**src/rtl/ddr2_ring_ctrl_if.sv**
```systemverilog
// ddr2_ring_ctrl_if
// Bundles every non-clock/non-reset signal of ddr2_ring_ctrl: upstream
// write-FIFO handshake, downstream read-FIFO credit, MIG app_af_*/app_wdf_*
// command and data ports, and ring status/error outputs.
//   master : the ring controller (drives wr_fifo_rd, app_*, ring_*, overflow_err)
//   slave  : the surrounding FIFOs / MIG model (drives everything else)
interface ddr2_ring_ctrl_if #(
   parameter int DATA_WIDTH  = 64,
   parameter int COUNT_WIDTH = 10,
   parameter int RING_LOG2   = 16
);
   logic                   phy_init_done;
   logic [COUNT_WIDTH-1:0] wr_fifo_count;
   logic [DATA_WIDTH-1:0]  wr_fifo_dout;
   logic                   wr_fifo_full;
   logic                   data_in_vd;
   logic [COUNT_WIDTH-1:0] rd_fifo_free;
   logic                   rd_data_valid;
   logic                   app_wdf_afull;
   logic                   app_af_afull;
   logic                   wr_fifo_rd;
   logic                   app_af_wren;
   logic [30:0]            app_af_addr;
   logic [2:0]             app_af_cmd;
   logic [DATA_WIDTH-1:0]  app_wdf_data;
   logic                   app_wdf_wren;
   logic [RING_LOG2:0]     ring_level;
   logic                   ring_full;
   logic                   ring_empty;
   logic                   overflow_err;

   modport master (
      input  phy_init_done, wr_fifo_count, wr_fifo_dout, wr_fifo_full, data_in_vd,
             rd_fifo_free, rd_data_valid, app_wdf_afull, app_af_afull,
      output wr_fifo_rd, app_af_wren, app_af_addr, app_af_cmd, app_wdf_data,
             app_wdf_wren, ring_level, ring_full, ring_empty, overflow_err
   );

   modport slave (
      output phy_init_done, wr_fifo_count, wr_fifo_dout, wr_fifo_full, data_in_vd,
             rd_fifo_free, rd_data_valid, app_wdf_afull, app_af_afull,
      input  wr_fifo_rd, app_af_wren, app_af_addr, app_af_cmd, app_wdf_data,
             app_wdf_wren, ring_level, ring_full, ring_empty, overflow_err
   );
endinterface

```
**src/rtl/ddr2_ring_ctrl.sv**
```systemverilog
// ddr2_ring_ctrl
// Uses a region of DDR2 as a circular FIFO of 2^RING_LOG2 bursts. Words are
// drained from the upstream write FIFO into MIG write bursts and read back
// out with MIG read bursts, with round-robin arbitration between the two and
// read-credit flow control against the downstream FIFO.
// Ports:
//   sys_clk : system clock (single domain)
//   reset   : asynchronous, active-high reset
//   bus     : ddr2_ring_ctrl_if.master (FIFO handshakes, MIG app_af_*/app_wdf_*,
//             ring_level/ring_full/ring_empty status, sticky overflow_err)
module ddr2_ring_ctrl #(
   parameter int          DATA_WIDTH  = 64,
   parameter int          BURST_LEN   = 8,
   parameter int          RING_LOG2   = 16,
   parameter logic [30:0] BASE_ADDR   = 31'd0,
   parameter int          COUNT_WIDTH = 10
) (
   input logic              sys_clk,
   input logic              reset,
   ddr2_ring_ctrl_if.master bus
);
   localparam int N     = BURST_LEN / 2;
   localparam int CNT_W = $clog2(N + 1);
   // Two spare bits so outstanding + N never wraps in the credit compare
   localparam int OUT_W = COUNT_WIDTH + 2;
   localparam logic [RING_LOG2:0] DEPTH = {1'b1, {RING_LOG2{1'b0}}};

   typedef enum logic [2:0] {IDLE, WR_DATA, WR_FLUSH, WR_CMD, RD_CMD} state_t;

   state_t                  state_r;
   logic [CNT_W-1:0]        rd_cnt_r;
   logic                    flush_r;
   logic                    last_grant_r;     // 1 = write won last, 0 = read
   logic [RING_LOG2-1:0]    wr_idx_r;
   logic [RING_LOG2-1:0]    rd_idx_r;
   logic [RING_LOG2:0]      ring_level_r;
   logic                    ring_full_r;
   logic                    ring_empty_r;
   logic [OUT_W-1:0]        rd_outstanding_r;
   logic                    wr_fifo_rd_r;
   logic                    rd_d1_r;
   logic                    app_wdf_wren_r;
   logic [DATA_WIDTH-1:0]   app_wdf_data_r;
   logic                    app_af_wren_r;
   logic [30:0]             app_af_addr_r;
   logic [2:0]              app_af_cmd_r;
   logic                    overflow_r;

   logic                    wr_elig_s;
   logic                    rd_elig_s;
   logic [OUT_W-1:0]        rd_need_s;
   logic [OUT_W-1:0]        rd_out_base_s;

   // Column address of ring slot idx, truncated to the 31-bit MIG address
   function automatic logic [30:0] ring_addr(input logic [RING_LOG2-1:0] idx);
      ring_addr = BASE_ADDR + 31'(idx) * 31'(BURST_LEN);
   endfunction

   // Eligibility of each requester and outstanding-read count after returns
   always_comb begin
      rd_need_s = rd_outstanding_r + OUT_W'(N);
      wr_elig_s = bus.phy_init_done & ~ring_full_r &
                  (bus.wr_fifo_count >= COUNT_WIDTH'(N));
      rd_elig_s = bus.phy_init_done & ~ring_empty_r &
                  (OUT_W'(bus.rd_fifo_free) >= rd_need_s);
      if (bus.rd_data_valid && (rd_outstanding_r != '0)) begin
         rd_out_base_s = rd_outstanding_r - OUT_W'(1);
      end else begin
         rd_out_base_s = rd_outstanding_r;
      end
   end

   // Main FSM: arbitration, write-FIFO draining, command issue, ring indices
   always_ff @(posedge sys_clk or posedge reset) begin
      if (reset) begin
         state_r          <= IDLE;
         rd_cnt_r         <= '0;
         flush_r          <= 1'b0;
         last_grant_r     <= 1'b0;
         wr_idx_r         <= '0;
         rd_idx_r         <= '0;
         ring_level_r     <= '0;
         ring_full_r      <= 1'b0;
         ring_empty_r     <= 1'b1;
         rd_outstanding_r <= '0;
         wr_fifo_rd_r     <= 1'b0;
         app_af_wren_r    <= 1'b0;
         app_af_addr_r    <= BASE_ADDR;
         app_af_cmd_r     <= 3'b000;
      end else begin
         wr_fifo_rd_r     <= 1'b0;
         app_af_wren_r    <= 1'b0;
         rd_outstanding_r <= rd_out_base_s;
         case (state_r)
            IDLE: begin
               // Write wins when it is alone or when read was granted last
               if (wr_elig_s && (!rd_elig_s || !last_grant_r)) begin
                  state_r      <= WR_DATA;
                  last_grant_r <= 1'b1;
                  rd_cnt_r     <= '0;
               end else if (rd_elig_s) begin
                  state_r      <= RD_CMD;
                  last_grant_r <= 1'b0;
               end else begin
                  state_r      <= IDLE;
               end
            end
            WR_DATA: begin
               if (!bus.app_wdf_afull) begin
                  wr_fifo_rd_r <= 1'b1;
                  rd_cnt_r     <= rd_cnt_r + CNT_W'(1);
                  if (rd_cnt_r == CNT_W'(N - 1)) begin
                     state_r <= WR_FLUSH;
                     flush_r <= 1'b0;
                  end
               end
            end
            WR_FLUSH: begin
               // Two cycles let the last FIFO word reach app_wdf_wren
               if (flush_r) begin
                  state_r <= WR_CMD;
               end else begin
                  flush_r <= 1'b1;
               end
            end
            WR_CMD: begin
               if (!bus.app_af_afull) begin
                  app_af_wren_r <= 1'b1;
                  app_af_addr_r <= ring_addr(wr_idx_r);
                  app_af_cmd_r  <= 3'b000;
                  wr_idx_r      <= wr_idx_r + 1'b1;
                  ring_level_r  <= ring_level_r + 1'b1;
                  ring_full_r   <= ((ring_level_r + 1'b1) == DEPTH);
                  ring_empty_r  <= 1'b0;
                  state_r       <= IDLE;
               end
            end
            RD_CMD: begin
               if (!bus.app_af_afull) begin
                  app_af_wren_r    <= 1'b1;
                  app_af_addr_r    <= ring_addr(rd_idx_r);
                  app_af_cmd_r     <= 3'b001;
                  rd_idx_r         <= rd_idx_r + 1'b1;
                  ring_level_r     <= ring_level_r - 1'b1;
                  ring_full_r      <= 1'b0;
                  ring_empty_r     <= (ring_level_r == {{RING_LOG2{1'b0}}, 1'b1});
                  rd_outstanding_r <= rd_out_base_s + OUT_W'(N);
                  state_r          <= IDLE;
               end
            end
            default: begin
               state_r <= IDLE;
            end
         endcase
      end
   end

   // Write-data pipeline: FIFO read at t, dout at t+1, MIG write data at t+2
   always_ff @(posedge sys_clk or posedge reset) begin
      if (reset) begin
         rd_d1_r        <= 1'b0;
         app_wdf_wren_r <= 1'b0;
         app_wdf_data_r <= '0;
      end else begin
         rd_d1_r        <= wr_fifo_rd_r;
         app_wdf_wren_r <= rd_d1_r;
         if (rd_d1_r) begin
            app_wdf_data_r <= bus.wr_fifo_dout;
         end
      end
   end

   // Sticky overflow flag, cleared only by reset
   always_ff @(posedge sys_clk or posedge reset) begin
      if (reset) begin
         overflow_r <= 1'b0;
      end else if (bus.data_in_vd && bus.wr_fifo_full) begin
         overflow_r <= 1'b1;
      end
   end

   assign bus.wr_fifo_rd   = wr_fifo_rd_r;
   assign bus.app_af_wren  = app_af_wren_r;
   assign bus.app_af_addr  = app_af_addr_r;
   assign bus.app_af_cmd   = app_af_cmd_r;
   assign bus.app_wdf_data = app_wdf_data_r;
   assign bus.app_wdf_wren = app_wdf_wren_r;
   assign bus.ring_level   = ring_level_r;
   assign bus.ring_full    = ring_full_r;
   assign bus.ring_empty   = ring_empty_r;
   assign bus.overflow_err = overflow_r;
endmodule

```
**src/flat_wrapper.sv**
```systemverilog
// flat-port wrapper written by rule: the top's interface ports become plain ports
module ddr2_ring_ctrl_flat 
#(
   parameter int          DATA_WIDTH  = 64,
   parameter int          BURST_LEN   = 8,
   parameter int          RING_LOG2   = 16,
   parameter logic [30:0] BASE_ADDR   = 31'd0,
   parameter int          COUNT_WIDTH = 10
)
  (sys_clk, reset, bus_phy_init_done, bus_wr_fifo_count, bus_wr_fifo_dout, bus_wr_fifo_full, bus_data_in_vd, bus_rd_fifo_free, bus_rd_data_valid, bus_app_wdf_afull, bus_app_af_afull, bus_wr_fifo_rd, bus_app_af_wren, bus_app_af_addr, bus_app_af_cmd, bus_app_wdf_data, bus_app_wdf_wren, bus_ring_level, bus_ring_full, bus_ring_empty, bus_overflow_err);
  ddr2_ring_ctrl_if #(.DATA_WIDTH(DATA_WIDTH), .COUNT_WIDTH(COUNT_WIDTH), .RING_LOG2(RING_LOG2)) bus_i ();
  input logic sys_clk;
  input logic reset;
  input wire logic [$bits(bus_i.phy_init_done)-1:0] bus_phy_init_done;
  input wire logic [$bits(bus_i.wr_fifo_count)-1:0] bus_wr_fifo_count;
  input wire logic [$bits(bus_i.wr_fifo_dout)-1:0] bus_wr_fifo_dout;
  input wire logic [$bits(bus_i.wr_fifo_full)-1:0] bus_wr_fifo_full;
  input wire logic [$bits(bus_i.data_in_vd)-1:0] bus_data_in_vd;
  input wire logic [$bits(bus_i.rd_fifo_free)-1:0] bus_rd_fifo_free;
  input wire logic [$bits(bus_i.rd_data_valid)-1:0] bus_rd_data_valid;
  input wire logic [$bits(bus_i.app_wdf_afull)-1:0] bus_app_wdf_afull;
  input wire logic [$bits(bus_i.app_af_afull)-1:0] bus_app_af_afull;
  output wire logic [$bits(bus_i.wr_fifo_rd)-1:0] bus_wr_fifo_rd;
  output wire logic [$bits(bus_i.app_af_wren)-1:0] bus_app_af_wren;
  output wire logic [$bits(bus_i.app_af_addr)-1:0] bus_app_af_addr;
  output wire logic [$bits(bus_i.app_af_cmd)-1:0] bus_app_af_cmd;
  output wire logic [$bits(bus_i.app_wdf_data)-1:0] bus_app_wdf_data;
  output wire logic [$bits(bus_i.app_wdf_wren)-1:0] bus_app_wdf_wren;
  output wire logic [$bits(bus_i.ring_level)-1:0] bus_ring_level;
  output wire logic [$bits(bus_i.ring_full)-1:0] bus_ring_full;
  output wire logic [$bits(bus_i.ring_empty)-1:0] bus_ring_empty;
  output wire logic [$bits(bus_i.overflow_err)-1:0] bus_overflow_err;
  assign bus_i.phy_init_done = bus_phy_init_done;
  assign bus_i.wr_fifo_count = bus_wr_fifo_count;
  assign bus_i.wr_fifo_dout = bus_wr_fifo_dout;
  assign bus_i.wr_fifo_full = bus_wr_fifo_full;
  assign bus_i.data_in_vd = bus_data_in_vd;
  assign bus_i.rd_fifo_free = bus_rd_fifo_free;
  assign bus_i.rd_data_valid = bus_rd_data_valid;
  assign bus_i.app_wdf_afull = bus_app_wdf_afull;
  assign bus_i.app_af_afull = bus_app_af_afull;
  assign bus_wr_fifo_rd = bus_i.wr_fifo_rd;
  assign bus_app_af_wren = bus_i.app_af_wren;
  assign bus_app_af_addr = bus_i.app_af_addr;
  assign bus_app_af_cmd = bus_i.app_af_cmd;
  assign bus_app_wdf_data = bus_i.app_wdf_data;
  assign bus_app_wdf_wren = bus_i.app_wdf_wren;
  assign bus_ring_level = bus_i.ring_level;
  assign bus_ring_full = bus_i.ring_full;
  assign bus_ring_empty = bus_i.ring_empty;
  assign bus_overflow_err = bus_i.overflow_err;
  ddr2_ring_ctrl #(.DATA_WIDTH(DATA_WIDTH), .BURST_LEN(BURST_LEN), .RING_LOG2(RING_LOG2), .BASE_ADDR(BASE_ADDR), .COUNT_WIDTH(COUNT_WIDTH)) u_core (.sys_clk(sys_clk), .reset(reset), .bus(bus_i));
endmodule
```
**config.mk**
```make
export PLATFORM = sky130hd
export DESIGN_NAME = ddr2_ring_ctrl_flat
export DESIGN_NICKNAME = d
export VERILOG_FILES = /design/src/rtl/ddr2_ring_ctrl_if.sv /design/src/rtl/ddr2_ring_ctrl.sv /design/src/flat_wrapper.sv
export SDC_FILE = /design/constraint.sdc
export NUM_CORES = 1
export LEC_CHECK = 0
export ABC_AREA = 1
export CAP_MARGIN = 40
export CORE_AREA = 2 2 137 139
export DETAILED_ROUTE_END_ITERATION = 8
export DIE_AREA = 0 0 139 141
export GPL_ROUTABILITY_DRIVEN = 0
export PLACE_DENSITY = 0.88
export SLEW_MARGIN = 5
export SYNTH_ARGS = -nofsm -noshare
export SYNTH_HDL_FRONTEND = slang
export SYNTH_SLANG_ARGS = --single-unit
```
**constraint.sdc**
```tcl
create_clock -name sys_clk -period 6.03 [get_ports sys_clk]
set_clock_uncertainty 0.15 [all_clocks]
set_input_delay 1.5075 -clock sys_clk [delete_from_list [all_inputs] [get_ports sys_clk]]
set_output_delay 1.5075 -clock sys_clk [all_outputs]
set_load 0.01 [all_outputs]
```
==> flow_summary_export.csv <==
group,metric,value,unit
outcome,status,"complete, no violations",
job,drv_cap,0,
logic_synthesis,netlist.area_leader.share,0.483,
pwr,worst_ir_drop_vdd,278,uV
timing,maxSlewViolCount,0,
timing,rsz0062_at_grt,"false",
logic_synthesis,synth_warnings,0,
floorplan,dieArea,0.0196,sq mm
clocking,clockBufferDepth,2,
timing,min_period,4.16,ns
setup_path,r2r_cells,8,
timing,setup_ws,1.87,ns
global_routing,grt_pass1_wl,31400,um
timing,fmax,0.240,GHz
setup_path,worstPathArrival,4.30,ns
place,place_ws,1.47,ns
cells_and_area,syn_to_final_growth,33.8,%
logic_synthesis,synth_simple_gate_area_frac,0.196,
cells_and_area,antenna_cells,0,
place,io_buffers,193,
clocking,htreeDepth,4,
clocking,cts_tree,"yes",
setup_path,cp_max_fo,44,
clocking,post_cts_resized,0,
floorplan,die_y,141,um
detailed_routing,via_count,6397,
logic_synthesis,synth.area.top_cells,"dfrtp_1 (48%), mux2_2 (8.9%), nand2_1 (7.3%)",
pwr,power.leakage,4.81,nW
logic_synthesis,synth_cell_types,45,
logic_synthesis,yosys.area.top_type,"dfrtp_1",
floorplan,die_w,139,um
setup_path,start_kind,"input port",
timing,tightest_slew,0.846,ns
clocking,cts_setup_buffers,0,
logic_synthesis,syn-instance-count,848,
setup_path,rrSetupSlack,2.45,ns
pwr,powerDensity,477,mW/mm^2
clocking,clockRootBuffer,"clkbuf_16",
global_routing,grt_max_degree,92,
place,dpl.cell_count,1252,
logic_synthesis,synth_mux_area_frac,0.0892,
clocking,clkLatencyLatePin,0.42,ns
floorplan,initial_core_util,0.442,
cells_and_area,drive_gt1_frac,0.136,
cells_and_area,layout.cells.non_filler,1284,
logic_synthesis,synth_edf_count,0,
detailed_routing,drt-total-wl,18900,um
floorplan,ios,213,
cells_and_area,final_cell_mix,"clkdlybuf4s50_1 (193), nand2_1 (157), dfrtp_1 (155)",
cells_and_area,nets,1151,
logic_synthesis,synthAdderAreaFrac,0.0341,
logic_synthesis,avgSynthCellArea,9.52,sq um
setup_path,path_class,"input port to register",
floorplan,core_area,0.0183,sq mm
clocking,cts_sinks,157,
worst_hold_path,worstHoldEndpoint,"u_core.rd_d1_r",
detailed_routing,wl_per_cell,14.7,um
detailed_routing,drc,0,
timing,hold_viol,0,
floorplan,row_count,50,
global_routing,grt_overflow,0,
global_routing,grt_pass1_vias,6289,
place,hpwlAfterDp,14100,um
detailed_routing,postRouteAntennaNets,0,
logic_synthesis,synth_seq_cells,157,
cells_and_area,layout_commonest_cell,"clkdlybuf4s50_1",
clocking,holdBufCountCts,0,
logic_synthesis,synthArstFlopShare,1.00,
logic_synthesis,synth-main-ff-cell,"dfrtp_1",
timing,tns,0,ns
logic_synthesis,synth_top_family_by_area,"simple AND/OR/NAND/NOR gates",
detailed_routing,dr.pass1.iters,5,
logic_synthesis,synth-seq-area-share,0.487,
logic_synthesis,synth_compound_area_frac,0.0552,
worst_hold_path,min_from,"u_core.bus.wr_fifo_rd",
timing,slew_headroom,0.434,
detailed_routing,viasPerCell,4.98,
timing,report.final.setup_viol,0,
worst_hold_path,hold_class,"register to register",
logic_synthesis,synth_xor_xnor_area_share,0.0748,
setup_path,r2r-end,"u_core.bus.ring_level[8]",
cells_and_area,fin_util,0.591,
clocking,clkTransAtPathRegs,0.06,ns
detailed_routing,drtIter0Drc,295,
setup_path,reg2reg_from,"u_core.state_r[0]",
worst_hold_path,hold-path-cell-count,0,
clocking,numCtsBuffers,17,
global_routing,track_usage,0.199,
setup_path,critPathCaptureType,"register",
timing,fin_crit_sh,0.690,
setup_path,critPathRequiredTime,6.17,ns
global_routing,antenna_found_initial,0,
logic_synthesis,netlist_area,0.00808,sq mm
through the flow:
step	power, mW	area (sq um)	hold WS [ns]
global route	5.52	10800	0.278
global placement	3.93	10200	0.206
floorplan	3.01	8140	0.202
CTS	5.20	10800	0.258
detailed placement	4.04	10200	0.242
finish	5.15	10800	0.245
flip-flops by register name, indices dropped and copies added, names as in the netlist, 3 cells and up:
signal and count:
u_core.bus.app_wdf_data 64, u_core.bus.ring_level 17, u_core.bus.app_af_addr 16, u_core.rd_idx_r 16, u_core.wr_idx_r 16, u_core.rd_outstanding_r 12
u_core.rd_cnt_r 3, u_core.state_r 3
cells by family after synthesis:
logic type,Yosys count
buffers and inverters,117
multiplexers,64
flip-flops,157
AO/OA/AOI/OAI,77
adder cells (fa/ha/maj),22
other,1
XOR/XNOR,69
AND/OR/NAND/NOR,341
power by group:
| group | internal (mW) | total [mW] | switching, mW |
|---|---|---|---|
| combinational | 1.16 | 2.22 | 1.06 |
| sequential | 1.46 | 1.79 | 0.331 |
| clock | 0.701 | 1.14 | 0.435 |
| total | 3.32 | 5.15 | 1.83 |
per-layer routing:
metal / vias to the layer above / share of wire / track usage
li1: 3130 / - / -
met1: 3054 / 0.42 / 0.239
met2: 196 / 0.52 / 0.355
met3: 17 / 0.050 / 0.0414
met4: 0 / 0.014 / 0.0686
met5: - / 0 / 0
layout make-up:
type	instances	area, sq um
fillers	1507	7460
flip-flops and latches	157	3930
multi-input cells	590	3690
repair buffers	198	1990
clock buffers	21	440
well taps	234	293
inverters	73	279
clock inverters	11	181
worst max-delay path, cell delays in order:
cell and delay (ns):
clkdlybuf4s50_1 0.61, nor2_4 0.15, nor2_1 0.70, clkinv_1 0.64, buf_4 0.44, o21ai_0 0.15
o22ai_1 0.09
worst max-delay path by stage:
| stage | from | to | slack, ns | cells past startpoint |
|---|---|---|---|---|
| floorplan | reset | u_core.bus.app_af_addr[10] | 0.14 | 1 |
| global placement | bus_app_af_afull | u_core.bus.ring_level[12] | 1.54 | 7 |
| detailed placement | bus_app_af_afull | u_core.bus.ring_level[12] | 1.47 | 7 |
| CTS | bus_app_af_afull | u_core.bus.ring_level[4] | 1.93 | 7 |
| global route | bus_app_af_afull | u_core.bus.ring_level[12] | 1.72 | 7 |
| finish | bus_app_af_afull | u_core.bus.ring_level[8] | 1.87 | 7 |
synthesized netlist by cell type, drive strengths merged (20+ instances only):
master    n
xor2     55
clkbuf   21
dfrtp   156
nand3    35
ha       22
o21ai    32
inv      71
nor3     20
a31oi    20
nor2     88
mux2     64
nand2   173
buf      23
No activity file was read; power rests on OpenSTA's default activity.
